### src/rtl/rv_ctrl_pipe.sv
// Registered RV32I/RV64 control decoder: decodes the instruction word into the datapath
// control bundle, buffers it in a small FIFO and resolves branches/jumps at the head.
module rv_ctrl_pipe #(
   parameter int XLEN  = 32,
   parameter int DEPTH = 2
) (
   input  logic        clk,
   input  logic        rst_n,
   input  logic        in_valid,
   output logic        in_ready,
   input  logic [31:0] instr,
   input  logic        flush_in,
   output logic        out_valid,
   input  logic        out_ready,
   input  logic        br_eq,
   input  logic        br_lt,
   output logic        br_un,
   output logic        pc_sel,
   output logic        reg_wen,
   output logic        a_sel,
   output logic        b_sel,
   output logic [1:0]  data_w_sel,
   output logic        mem_rw,
   output logic [2:0]  data_r_sel,
   output logic [1:0]  wb_sel,
   output logic        illegal
);

   localparam int PW = $clog2(DEPTH);
   localparam int CW = $clog2(DEPTH) + 1;
   localparam logic [CW-1:0] FULL = CW'(DEPTH);
   localparam bit RV64 = (XLEN == 64);

   typedef struct packed {
      logic       regWen;
      logic       aSel;
      logic       bSel;
      logic [1:0] dataWSel;
      logic       memRw;
      logic [2:0] dataRSel;
      logic [1:0] wbSel;
      logic       illegal;
      logic       isB;
      logic       isJump;
      logic [2:0] funct3;
   } entry_t;

   entry_t          r_mem [DEPTH];
   logic [PW-1:0]   r_wrPtr;
   logic [PW-1:0]   r_rdPtr;
   logic [CW-1:0]   r_count;

   logic [6:0] w_op;
   logic [2:0] w_f3;
   logic       w_isR, w_isIC, w_isIL, w_isS, w_isB, w_isLui, w_isAuipc, w_isJal, w_isJalr;
   logic       w_known, w_illegal;
   entry_t     w_dec;
   entry_t     w_head;
   logic       w_taken;
   logic       w_push, w_pop, w_redirect, w_write;
   logic       w_unusedBits;

   assign w_op         = instr[6:0];
   assign w_f3         = instr[14:12];
   assign w_unusedBits = ^{instr[31:15], instr[11:7]};

   assign w_isR     = (w_op == 7'b0110011);
   assign w_isIC    = (w_op == 7'b0010011);
   assign w_isIL    = (w_op == 7'b0000011);
   assign w_isS     = (w_op == 7'b0100011);
   assign w_isB     = (w_op == 7'b1100011);
   assign w_isLui   = (w_op == 7'b0110111);
   assign w_isAuipc = (w_op == 7'b0010111);
   assign w_isJal   = (w_op == 7'b1101111);
   assign w_isJalr  = (w_op == 7'b1100111);
   assign w_known   = w_isR | w_isIC | w_isIL | w_isS | w_isB | w_isLui | w_isAuipc | w_isJal | w_isJalr;

   // Doubleword and unsigned-word memory ops only exist on the 64-bit datapath.
   always_comb begin
      w_illegal = ~w_known;
      if (w_isB && (w_f3[2:1] == 2'b01))
         w_illegal = 1'b1;
      if (w_isIL && ((w_f3 == 3'b111) || (!RV64 && ((w_f3 == 3'b011) || (w_f3 == 3'b110)))))
         w_illegal = 1'b1;
      if (w_isS && (w_f3[2] || (!RV64 && (w_f3 == 3'b011))))
         w_illegal = 1'b1;
      if (w_isJalr && (w_f3 != 3'b000))
         w_illegal = 1'b1;
   end

   always_comb begin
      w_dec          = '0;
      w_dec.regWen   = ~(w_isS | w_isB | w_illegal);
      w_dec.aSel     = w_isB | w_isAuipc | w_isJal;
      w_dec.bSel     = ~w_isR;
      w_dec.memRw    = w_isS & ~w_illegal;
      w_dec.wbSel    = w_isIL ? 2'b00 : ((w_isJal | w_isJalr) ? 2'b10 : 2'b01);
      w_dec.illegal  = w_illegal;
      w_dec.isB      = w_isB;
      w_dec.isJump   = w_isJal | w_isJalr;
      w_dec.funct3   = w_f3;
      if (w_isIL && !w_illegal) begin
         case (w_f3)
            3'b000:  w_dec.dataRSel = 3'b001;
            3'b001:  w_dec.dataRSel = 3'b010;
            3'b100:  w_dec.dataRSel = 3'b011;
            3'b101:  w_dec.dataRSel = 3'b100;
            3'b110:  w_dec.dataRSel = 3'b101;
            3'b011:  w_dec.dataRSel = 3'b110;
            default: w_dec.dataRSel = 3'b000;
         endcase
      end
      if (w_isS && !w_illegal) begin
         case (w_f3)
            3'b000:  w_dec.dataWSel = 2'b01;
            3'b001:  w_dec.dataWSel = 2'b11;
            3'b011:  w_dec.dataWSel = 2'b10;
            default: w_dec.dataWSel = 2'b00;
         endcase
      end
   end

   assign w_head    = r_mem[r_rdPtr];
   assign in_ready  = (r_count < FULL);
   assign out_valid = (r_count != '0);
   assign w_taken   = w_head.funct3[2] ? (br_lt ^ w_head.funct3[0]) : (br_eq ^ w_head.funct3[0]);

   always_comb begin
      pc_sel     = 1'b0;
      br_un      = 1'b0;
      reg_wen    = 1'b0;
      a_sel      = 1'b0;
      b_sel      = 1'b0;
      data_w_sel = 2'b00;
      mem_rw     = 1'b0;
      data_r_sel = 3'b000;
      wb_sel     = 2'b00;
      illegal    = 1'b0;
      if (out_valid) begin
         pc_sel     = ~w_head.illegal & (w_head.isJump | (w_head.isB & w_taken));
         br_un      = w_head.isB & w_head.funct3[1];
         reg_wen    = w_head.regWen;
         a_sel      = w_head.aSel;
         b_sel      = w_head.bSel;
         data_w_sel = w_head.dataWSel;
         mem_rw     = w_head.memRw;
         data_r_sel = w_head.dataRSel;
         wb_sel     = w_head.wbSel;
         illegal    = w_head.illegal;
      end
   end

   assign w_push     = in_valid & in_ready;
   assign w_pop      = out_valid & out_ready;
   assign w_redirect = w_pop & pc_sel;
   assign w_write    = w_push & ~flush_in & ~w_redirect;

   always_ff @(posedge clk) begin
      if (w_write)
         r_mem[r_wrPtr] <= w_dec;
   end

   // Flush and a taken redirect both empty the FIFO and drop any same-cycle push.
   always_ff @(posedge clk or negedge rst_n) begin
      if (!rst_n) begin
         r_wrPtr <= '0;
         r_rdPtr <= '0;
         r_count <= '0;
      end else if (flush_in || w_redirect) begin
         r_wrPtr <= '0;
         r_rdPtr <= '0;
         r_count <= '0;
      end else begin
         if (w_push)
            r_wrPtr <= r_wrPtr + 1'b1;
         if (w_pop)
            r_rdPtr <= r_rdPtr + 1'b1;
         case ({w_push, w_pop})
            2'b10:   r_count <= r_count + 1'b1;
            2'b01:   r_count <= r_count - 1'b1;
            default: r_count <= r_count;
         endcase
      end
   end

endmodule
### config.mk
export PLATFORM = sky130hd
export DESIGN_NAME = rv_ctrl_pipe
export DESIGN_NICKNAME = d
export VERILOG_FILES = /design/src/rtl/rv_ctrl_pipe.sv
export SDC_FILE = /design/constraint.sdc
export NUM_CORES = 1
export LEC_CHECK = 0
export ABC_AREA = 0
export BUFFER_PORTS_ARGS = -buffer_cell sky130_fd_sc_hd__buf_4
export CAP_MARGIN = 15
export CORE_MARGIN = 5
export CORE_UTILIZATION = 55
export DETAILED_ROUTE_END_ITERATION = 7
export PLACE_DENSITY = 0.86
export SYNTH_ARGS = -nofsm -noshare
export SYNTH_HDL_FRONTEND = slang
export SYNTH_SLANG_ARGS = --single-unit
### constraint.sdc
create_clock -name clk -period 8.7 [get_ports clk]
set_input_delay 0.435 -clock clk [delete_from_list [all_inputs] [get_ports clk]]
set_output_delay 0.435 -clock clk [all_outputs]
set_load 0.02 [all_outputs]
; ---- Yosys cells after proc, flatten, opt, wreduce, memory -nomap -nowiden
; Memories as Yosys holds them, arrays and structs flattened.
; Index checks and enable logic that the tools add are counted.
[word_totals]
ramBits = 34
elab_cells = 105
regBits = 4
n_memories = 1
output_inout_bits = 16
input_bits = 39
[memory_table]
columns = name, depth, width, read_ports, rd_ports_with_merged_regs, write_ports, line
row1 = r_mem, 2, 17, 1, 0, 1, 48  ; entry_t r_mem [DEPTH];
[classes]
bitwise = 32
n_reduce_logical = 17
add_sub_neg = 4
order_cmp = 1
n_eq_ne = 18
mux = 29
[op_table]
columns = cell, count
row1 = "7-bit by 6-bit == test with 1-bit output, second input constant", 3
row2 = "7-bit == test, second input constant", 3
row3 = 1-bit 2-to-1 mux, 18
row4 = 3-bit case mux with 6 select lines, 1
row5 = "7-bit by 5-bit == test with 1-bit output, second input constant", 2
row6 = 1-bit OR, 14
row7 = "3-bit == test, second input constant", 4
row8 = 2-bit 2-to-1 mux, 6
row9 = 1-bit AND, 9
row10 = "7-bit by 2-bit == test with 1-bit output, second input constant", 1
row11 = 1-bit inverter, 7
row12 = 1-bit logical AND, 6
row13 = 3-bit 2-to-1 mux, 2
row14 = 2-bit case mux with 3 select lines, 1
row15 = 2-bit nonzero test, 3
row16 = 3-bit nonzero test, 2
row17 = "2-bit by 1-bit == test with 1-bit output, second input constant", 2
row18 = 1-bit logical OR, 4
row19 = 2-bit case mux with 2 select lines, 1
row20 = "3-bit by 1-bit == test with 1-bit output, second input constant", 1
row21 = "3-bit by 2-bit == test with 1-bit output, second input constant", 1
row22 = 3-bit zero test, 1
row23 = "1-bit adder, second input constant", 2
row24 = "2-bit by 1-bit adder with 2-bit output, second input constant", 1
row25 = 5 further kinds, 6

; ---- Logic depth before layout (Yosys ltp)
; Gate-level depths: netlist (run 1).
[logic_depth]
ltp_word = 17
ltp_mapped = 7
depth_no_buf = 7

; ---- Worst setup path before layout (run 1)
; No wires, ideal clock.
[synth_path]
path_type = register to register
start = register r_rdPtr
end = memory r_mem[0][0] (netlist name) (enable)
path_stages_with_launch = 7
synth_period_minus_slack_ns = 3.477
setup_ns = 0.435
arrival_ns = 3.042
required_ns = 8.265
n_path_buf = 1
setup_slack_ns = 5.223
path_cell_list = dfrtp_1 -> buf_6 -> mux2i_1 -> mux2i_1 -> mux2i_1 -> nand2_2 -> nor4_1
[synth_via]
elab_chain_cells = 12
word_cells_on_any_way = 14
classes_between = 4 x mux / 9 x bitwise / 1 x memory
[synth_rtl]
columns = item, line
row1 = start: declaration, 50  ; logic [PW-1:0] r_rdPtr;
row2 = start signal: assignment, 177  ; r_rdPtr <= r_rdPtr + 1'b1;
row3 = memory 2 x 17 bit (*), -
row4 = 1-bit XOR, 126  ; assign w_taken = w_head.funct3[2] ? (br_lt ^ w_head.funct3[0]) : (br_eq ^ w_head.funct3[0]);
row5 = 1-bit 2-to-1 mux, 126
row6 = 1-bit AND, 140  ; pc_sel = ~w_head.illegal & (w_head.isJump | (w_head.isB & w_taken));
row7 = 1-bit OR, 140
row8 = 1-bit AND (*), 140
row9 = 1-bit 2-to-1 mux (*), 139  ; if (out_valid) begin
row10 = 1-bit AND (*), 155  ; assign w_redirect = w_pop & pc_sel;
row11 = 1-bit inverter (*), 156  ; assign w_write = w_push & ~flush_in & ~w_redirect;
row12 = 1-bit AND (*), 156
row13 = 1-bit 2-to-1 mux (*), 159  ; if (w_write)
row14 = 1-bit 2-to-1 mux (not written as such) (*), 160  ; r_mem[r_wrPtr] <= w_dec;
row15 = end: declaration, 48
; Every way passes the cells marked *; elsewhere a longest branch is shown, timed or not.

; ---- Worst setup path after layout (run 1)
[layout_path]
start = register r_rdPtr
end = output port pc_sel
[layout_via]
elab_chain_cells = 7
word_cells_on_any_way = 9
classes_between = 2 x mux / 6 x bitwise / 1 x memory
[layout_rtl]
columns = item, line
row1 = memory 2 x 17 bit (*), -
row2 = 1-bit XOR, 126
row3 = 1-bit 2-to-1 mux, 126
row4 = 1-bit AND, 140
row5 = 1-bit OR, 140
row6 = 1-bit AND (*), 140
row7 = 1-bit 2-to-1 mux (*), 139
row8 = end: declaration, 18  ; output logic pc_sel,
; Marks and branches as above.

==> reports/results.txt, run 1 <==
Clock Sinks -> 38
Switching Share -> 36.99%
Crit Path Category -> reg2out
io pins -> 55
Multi-input gate area -> 701.9 um^2
unrepaired setup endpoints after global routing -> false
Worst-path clk slew -> 110 ps
setup_tns -> 0 ps
Hold Crit Class -> in2reg
Int Pwr -> 355.9 uW
TritonCTS Buffers -> 5
DRC -> 0
Min Clock Period, post-route -> 2993 ps
cell area after synthesis -> 1867 um^2
Reg power frac -> 44.6%
antenna cells -> 0
most area-consuming cells after synthesis -> edfxtp_1 (55%), mux2i_1 (9.1%), dfrtp_1 (5.4%)
Skew-Pair Late Insertion Delay -> 340 ps
Vias/cell -> 5.404
largest net degree at the start of global routing -> 20
register area -> 1121 um^2
root buf cell -> clkbuf_4
worst reg2reg path depth -> 6
max incr delay on CP -> 1000 ps
CTS tree -> yes
post-route insts no fill -> 230
VDD IR max -> 0.0001159 V
final setup vio count -> 0
CP required -> 8270 ps
Post-Route WL -> 3659 um
WL per Instance -> 15.91 um
Cells after Synth -> 146
area growth from synthesis to layout -> 18.83%
CORE AREA -> 3311 um^2
initial antenna violation count -> 0
YS warnings -> 0
Hold Vio Cnt, Final -> 0
first-pass GRT wire length -> 6120 um
Die W -> 68.26 um
Iteration-0 DRC Markers -> 58
Peak Freq -> 0.3341 GHz
r2r setup slk -> 5720 ps
dpl hpwl -> 2635 um
Routed Antenna Nets -> 0
asr flop ratio synth -> 10.53%
Slew @ Worst Pin -> 981.9 ps
Critical Path Sink -> pc_sel
Clk network pwr share -> 14.9%
Site Rows -> 21
most instantiated cells after synthesis -> edfxtp_1 (34), nor2_1 (22), mux2i_1 (17), nor3_1 (8), nor4_1 (7)
top_reg_cell synth -> edfxtp_1
Relative slew margins -> 34.54%
status -> completed
crit start category -> register
vias in the first global route -> 1321
Cell Chain, Critical Path -> mux2i_1 -> mux2i_1 -> xnor2_1 -> nor2_1 -> o21a_1 -> buf_4
H-tree levels -> 2
vias -> 1243
final core utilization -> 67.01%
Leakage -> 0.0008018 uW
DRT Pass-1 Iters -> 5
syn avg cell area -> 12.79 um^2
Crit. Startpoint -> r_rdPtr
Critical Path Most Common Cell -> mux2i_1
critical-path maximum fanout -> 19
P_sw -> 209.0 uW
Worst Path Arrival -> 2560 ps
flops & latches, synth -> 38
worst r2r dst -> r_mem[0][16]
# port buffers -> 32
share of layout cells above drive strength 1 -> 28.26%
GRT Overall Usage -> 18.57%
Slew Viols, Final -> 0
fill cell count -> 269
Worst Setup End Kind -> output pin
Starting Density -> 56.39%
setup bufs post-CTS -> 0
maximum clock insertion buffer count -> 2
period utilization -> 34.40%
Max Cap Viol -> 0
library cells used by synthesis -> 35
dpl cells -> 221
dominant cell type by area after synthesis -> edfxtp_1
Logic pwr share -> 40.5%
Pwr per Cell Area -> 254.6 nW/um^2
Final #Nets -> 223
hold path start -> flush_in
number of synthesized flops with an enable pin -> 34
cell with the most instances after synthesis -> edfxtp_1
syn_nets -> 186
die area -> 4659 um^2
CP max-delay cell -> dfrtp_1
total gr overflow -> 0
register area share after synthesis -> 60.05%
Clock Skew -> 13.34 ps
Die Y-Extent -> 68.26 um
Final GP Congestion -> 0.9489
top-area cell type share of the netlist area -> 54.69%
RR Startpoint -> r_rdPtr
-- layout make-up --
cell class / count / area share (%)
clock buffer: 6 / 1.861
clock inverter: 2 / 0.3948
inverter: 6 / 1.015
multi-input combinational: 97 / 31.64
sequential: 38 / 50.54
tap: 46 / 2.594
timing repair buffer: 35 / 11.96
-- registers in the layout, indices dropped and copies added (netlist names) --
register,cells
r_wrPtr,1
r_mem,34
r_count,2
r_rdPtr,1
-- power groups by stage --
stage / combinational (uW) / clock (uW) / sequential, uW
after floorplan: 163 / 0 / 239
after global placement: 224 / 0 / 254
after detailed placement: 232 / 0 / 256
after CTS: 233 / 86.2 / 252
after global routing: 250 / 94.0 / 256
final: 229 / 84.3 / 252
-- worst min path at each step --
stage | to | cells past startpoint
CTS | r_count[1] | 2
detailed placement | r_rdPtr | 1
floorplan | r_count[0] | 0
finish | r_count[1] | 2
global route | r_count[1] | 2
global placement | r_wrPtr | 1
-- critical path: cells and delay by family (launching register included) --
family,cells,cell delay (ps)
multiplexers,2,640
flip-flops,1,1000
AO/OA/AOI/OAI,1,180
AND/OR/NAND/NOR,1,60
buffers and inverters,1,150
XOR/XNOR,1,160
-- routing by layer --
layer  global-route usage [%]  vias up  wire length, um
met5                        0        -                0
li1                         -      613                -
met4                    10.42        0               86
met1                    20.73      585             1460
met3                    3.284        8              180
met2                    33.09       37             1932
-- repair_timing --
item / 4_1_cts / 5_1_grt
hold endpoints to repair: 4 / 0
gates resized for setup: 0 / 0
hold buffers: 1 / 0
-- cells in the final DEF (no fill, tap or decap), drive strengths merged, types with 3 or more instances in the layout --
master  instances
xnor2           4
dfrtp           4
nand2           5
xor2            3
nor3            8
nor4            7
a21oi           3
inv             6
buf            34
clkbuf          6
mux2i          17
edfxtp         34
nor2b           6
nor2           22
-- kinds of logic (layout without fill, tap and decap cells) --
family / after synthesis / after routing / synth area share [%]
AOI/OAI and AO/OA: 11 / 11 / 5.697
xor gates and xnor gates: 7 / 7 / 3.284
DFF: 38 / 38 / 60.05
and+or+nand+nor: 59 / 59 / 17.29
muxes: 19 / 19 / 10.32
adders and majority gates: 1 / 1 / 0.6701
buffers and inverters: 11 / 49 / 2.681
-- per-stage QoR --
step / hold slack [ps] / total power, uW / cell area, um^2 / setup WS, ps
after floorplan: 139.4 / 402.0 / 1867 / 5223
after global placement: 231.9 / 477.2 / 2158 / 5878
after detailed placement: 234.5 / 488.7 / 2158 / 5713
after CTS: 293.1 / 571.5 / 2218 / 5687
after global routing: 284.1 / 600.9 / 2218 / 5493
final: 300.6 / 564.9 / 2218 / 5707
Note: power is estimated with default switching activity, not from simulation.
==> run 2: changes to the inputs <==
CORE_UTILIZATION = 46   (was 55)
PLACE_DENSITY = 0.77   (was 0.86)
clock period = 2.6 ns   (was 8.7 ns; I/O delays follow)
==> reports/results.txt, run 2 (synthesis results as in run 1) <==
Crit Path Category -> reg2reg
GRT Max-Usage Layer -> met2
Iteration-0 DRC Markers -> 74 (+28%)
share of layout cells above drive strength 1 -> 29.41% (+1.2 points)
Clock Sinks -> 38 (unchanged)
Vias/cell -> 5.426 (+0.40%)
fill cell count -> 332 (+23%)
most frequent cells in the layout -> buf_4 (37), edfxtp_1 (34), nor2_1 (22)
dpl hpwl -> 2650 um (+0.56%)
Relative slew margins -> 59.50% (+25 points)
Site Rows -> 23 (+9.5%)
Post-Route WL -> 3683 um (+0.66%)
vias -> 1286 (+3.5%)
status -> completed
max reg flops -> 34 (unchanged)
met3 Use GR -> 4.925% (+1.6 points)
Slew Viols, Final -> 0 (unchanged)
DRC -> 0 (unchanged)
Top reg by flops -> r_mem
setup bufs post-CTS -> 0 (unchanged)
Die Y-Extent -> 73.71 um (+8.0%)
Slew @ Worst Pin -> 602.0 ps (-379.8 ps)
VDD IR max -> 0.0002736 V (+140%)
unrepaired setup endpoints after global routing -> false
Pwr per Cell Area -> 885.6 nW/um^2 (+250%)
CORE AREA -> 3971 um^2 (+20%)
initial antenna violation count -> 0 (unchanged)
io pins -> 55 (unchanged)
maximum clock insertion buffer count -> 2 (unchanged)
period utilization -> 92.09%
H-tree levels -> 2 (unchanged)
Final #Nets -> 226 (+1.3%)
CTS tree -> yes
Min Clock Period, post-route -> 2394 ps
Hold Vio Cnt, Final -> 0 (unchanged)
GRT Overall Usage -> 15.15% (-3.4 points)
DRT Pass-1 Iters -> 4 (-1)
most common cell after layout, fill and taps aside -> buf_4
Starting Density -> 47.01% (-9.4 points)
Final GP Congestion -> 0.8540 (-10%)
# port buffers -> 32 (unchanged)
die area -> 5432 um^2 (+17%)
Peak Freq -> 0.4177 GHz
Routed Antenna Nets -> 0 (unchanged)
Largest regs -> r_mem (34), r_count (2)
area growth from synthesis to layout -> 22.92%
Clock Skew -> 9.384 ps (-3.959 ps)
Worst-path clk slew -> 70 ps (-40 ps)
GR Util met1 -> 17.53% (-3.2 points)
largest net degree at the start of global routing -> 18 (-10%)
root buf cell -> clkbuf_8
vias in the first global route -> 1312 (-0.68%)
first-pass GRT wire length -> 6141 um (+0.34%)
Skew-Pair Late Insertion Delay -> 290 ps (-50 ps)
CP required -> 2570 ps (-5700 ps)
Leakage -> 0.0008333 uW (+3.9%)
Tot Pwr -> 2032 uW (+260%)
WL per Instance -> 15.54 um (-2.3%)
crit start category -> register
total gr overflow -> 0 (unchanged)
antenna cells -> 0 (unchanged)
Die W -> 73.71 um (+8.0%)
Hold Crit Class -> in2reg
critical-path maximum fanout -> 17 (-2)
setup_tns -> 0 ps (unchanged)
Worst Path Arrival -> 2360 ps (-200 ps)
M2 GR Usage -> 25.59% (-7.5 points)
Worst Setup End Kind -> register
TritonCTS Buffers -> 5 (unchanged)
Max Cap Viol -> 0 (unchanged)
final setup vio count -> 0 (unchanged)
==> run 2: worst paths after layout <==
kind                            start           to  slack [ps]  cells past startpoint
max                           r_rdPtr  r_mem[1][4]         210                      7
min                          flush_in   r_count[1]          80                      2
max reg2reg                   r_rdPtr  r_mem[1][4]         210                      7
min reg2reg                r_count[1]   r_count[1]         660                      2
max in group asynchronous       rst_n      r_rdPtr        2330                      2
min in group asynchronous       rst_n      r_wrPtr         170                      2
==> run 2: what timing repair did <==
item,in CTS,in global routing
hold endpoints to repair,4,0
hold buffers,1,0
gates resized for setup,0,0
setup endpoints to repair,0,0
==> run 2: metal layers <==
metal,wire length [um],vias up,share of wire (%)
li1,-,621,-
met1,1459,617,40
met2,1963,44,53
met3,213,4,5.8
met4,46,0,1.2
met5,0,-,0
==> run 2: metrics by stage <==
step / instances / worst slack (ps) / instance area, um^2 / hold WS (ps) / utilization (%)
6_report: 237 / 205.7 / 2295 / 76.89 / 57.78
5_1_grt: 237 / 15.82 / 2295 / 76.70 / 57.78
4_1_cts: 237 / 201.8 / 2295 / 74.29 / 57.78
3_5_place_dp: 228 / 277.5 / 2203 / -69.39 / 55.48
3_3_place_gp: 228 / 368.7 / 2203 / -71.88 / 55.48
2_1_floorplan: 146 / 143.0 / 1891 / -165.6 / -
==> run 2: critical path, stage by stage (launching register included) <==
cell and delay [ps]:
dfrtp_1 390, buf_4 230, mux2i_1 350, nor4_1 120, mux2i_1 230, nand2_2 180
nor4b_4 270, buf_4 290
==> run 2: power breakdown <==
part / switching (uW) / total [uW] / internal [uW]
logic: 492 / 856 / 364
clock network: 187 / 371 / 184
registers: 48.7 / 805 / 756
total: 728 / 2030 / 1300
==> run 2: area by class of cell <==
cell class / count / area (um^2) / area share, %
Multi-Input combinational cell: 97 / 719.4 / 31.35
Inverter: 6 / 22.52 / 0.9815
Clock buffer: 6 / 72.57 / 3.162
Tap cell: 50 / 62.56 / 2.726
Sequential cell: 38 / 1121 / 48.86
Clock inverter: 2 / 8.758 / 0.3817
Timing Repair Buffer: 38 / 287.8 / 12.54
==> run 3: changes to the inputs <==
CORE_MARGIN = unset   (was 5)
==> reports/results.txt, run 3 (synthesis results as in run 1) <==
max incr delay on CP -> 400 ps (about the same)
setup bufs post-CTS -> 0 (unchanged)
Design Area, Final -> 2292 um^2 (-0.11%)
CORE AREA -> 3771 um^2 (-5.0%)
Tot Pwr -> 2029 uW (-0.13%)
first-pass GRT wire length -> 5802 um (-5.5%)
Worst Setup End Kind -> register
TritonCTS Buffers -> 5 (unchanged)
crit path buf inv count -> 2 (unchanged)
Worst-path clk slew -> 70 ps (about the same)
Area after DPL -> 2201 um^2 (-0.11%)
Top reg by flops -> r_mem
vias in the first global route -> 1317 (+0.38%)
max reg flops -> 34 (unchanged)
Iteration-0 DRC Markers -> 42 (-43%)
H-tree levels -> 2 (unchanged)
Leakage -> 0.0008333 uW (unchanged)
dpl hpwl -> 2576 um (-2.8%)
Clock Sinks -> 38 (unchanged)
final setup vio count -> 0 (unchanged)
area growth from synthesis to layout -> 22.79%
Site Rows -> 22 (-4.3%)
Slew Viols, Final -> 0 (unchanged)
Starting Density -> 49.50% (+2.5 points)
Final #Nets -> 226 (unchanged)
final core utilization -> 60.78% (+3.0 points)
io pins -> 55 (unchanged)
most common cell after layout, fill and taps aside -> buf_4
critical path's top delay family -> multiplexers
Min Clock Period, post-route -> 2294 ps (-99.93 ps)
Worst Path Arrival -> 2270 ps (-90 ps)
crit start category -> register
most frequent cells in the layout -> buf_4 (37), edfxtp_1 (34), nor2_1 (22)
Slew @ Worst Pin -> 609.5 ps (+7.465 ps)
CP required -> 2570 ps (about the same)
antenna cells -> 0 (unchanged)
Skew-Pair Late Insertion Delay -> 280 ps (about the same)
status -> completed
initial antenna violation count -> 0 (unchanged)
vias -> 1269 (-1.3%)
largest net degree at the start of global routing -> 18 (unchanged)
unrepaired setup endpoints after global routing -> false
Die W -> 65.71 um (-11%)
share of layout cells above drive strength 1 -> 29.41% (unchanged)
Clock Skew -> 5.839 ps (-3.545 ps)
period utilization -> 88.24% (-3.8 points)
PostCTS Resize Cnt -> 0 (unchanged)
DRT Pass-1 Iters -> 4 (unchanged)
root buf cell -> clkbuf_8
VDD IR max -> 0.0003144 V (+15%)
Cell Chain, Critical Path -> buf_4 -> mux2i_1 -> nor4_1 -> mux2i_1 -> nand2_2 -> nor4b_4 -> buf_4
Die Y-Extent -> 65.71 um (-11%)
Post-Route WL -> 3563 um (-3.3%)
# port buffers -> 32 (unchanged)
Post-CTS Hold Fix Bufs -> 1 (unchanged)
GRT Overall Usage -> 18.56% (+3.4 points)
Peak Freq -> 0.4359 GHz (+4.4%)
Largest regs -> r_mem (34), r_count (2)
Routed Antenna Nets -> 0 (unchanged)
CTS tree -> yes
total gr overflow -> 0 (unchanged)
Hold Crit Class -> in2reg
Hold Vio Cnt, Final -> 0 (unchanged)
Max Cap Viol -> 0 (unchanged)
Setup WS pre-CTS -> 282.8 ps (+5.333 ps)
critical-path maximum fanout -> 17 (unchanged)
die area -> 4317 um^2 (-21%)
WL per Instance -> 15.16 um (-2.4%)
Vias/cell -> 5.400 (-0.48%)
Pwr per Cell Area -> 885.4 nW/um^2 (about the same)
worst setup margin -> 305.6 ps (+99.93 ps)
DRC -> 0 (unchanged)
Relative slew margins -> 58.99% (-0.50 points)
Crit Path Category -> reg2reg
setup_tns -> 0 ps (unchanged)
maximum clock insertion buffer count -> 2 (unchanged)
CP max-delay cell -> dfrtp_1
Final GP Congestion -> 0.7402 (-13%)
[run 3: cell type report]
cell class / instances / area, um^2
fillers: 307 / 1479
flip-flops and latches: 38 / 1121
multi-input cells: 97 / 719.4
repair buffers: 38 / 287.8
clock buffers: 6 / 72.57
well taps: 48 / 60.06
inverters: 6 / 22.52
clock inverters: 2 / 8.758
[run 3: final timing paths]
check | startpoint | endpoint | slack, ps | cells after the start
worst max-delay path | r_rdPtr | r_mem[1][2] | 310 | 7
worst min-delay path | flush_in | r_rdPtr | 80 | 2
worst max register to register | r_rdPtr | r_mem[1][2] | 310 | 7
min in group asynchronous | rst_n | r_wrPtr | 180 | 2
worst min register to register | r_count[1] | r_count[1] | 610 | 2
max in group asynchronous | rst_n | r_rdPtr | 2320 | 2
[run 3: power breakdown]
group | switching [uW] | internal (uW) | leakage [uW]
Clock | 191 | 184 | 0.0000426
Combinational | 489 | 364 | 0.000437
Sequential | 45.3 | 756 | 0.000354
[run 3: routing by layer]
layer	part of all wire (%)	routed length, um	global-route usage [%]
met1	40	1417	19.59
met2	55	1964	34.69
met3	3.6	129	5.208
met4	1.5	52	6.250
met5	0	0	0
[run 3: worst reg2reg max path, cell delays in order (launching register included)]
cell and delay (ps):
dfrtp_1 400, buf_4 230, mux2i_1 360, nor4_1 100, mux2i_1 180, nand2_2 150, nor4b_4 270, buf_4 290
[run 3: stage by stage]
step / hold WS [ps] / cells
after CTS: 84.43 / 235
final: 84.24 / 235
after detailed placement: -66.38 / 226
after floorplan: -165.6 / 146
after global placement: -71.66 / 226
after global routing: 94.50 / 235
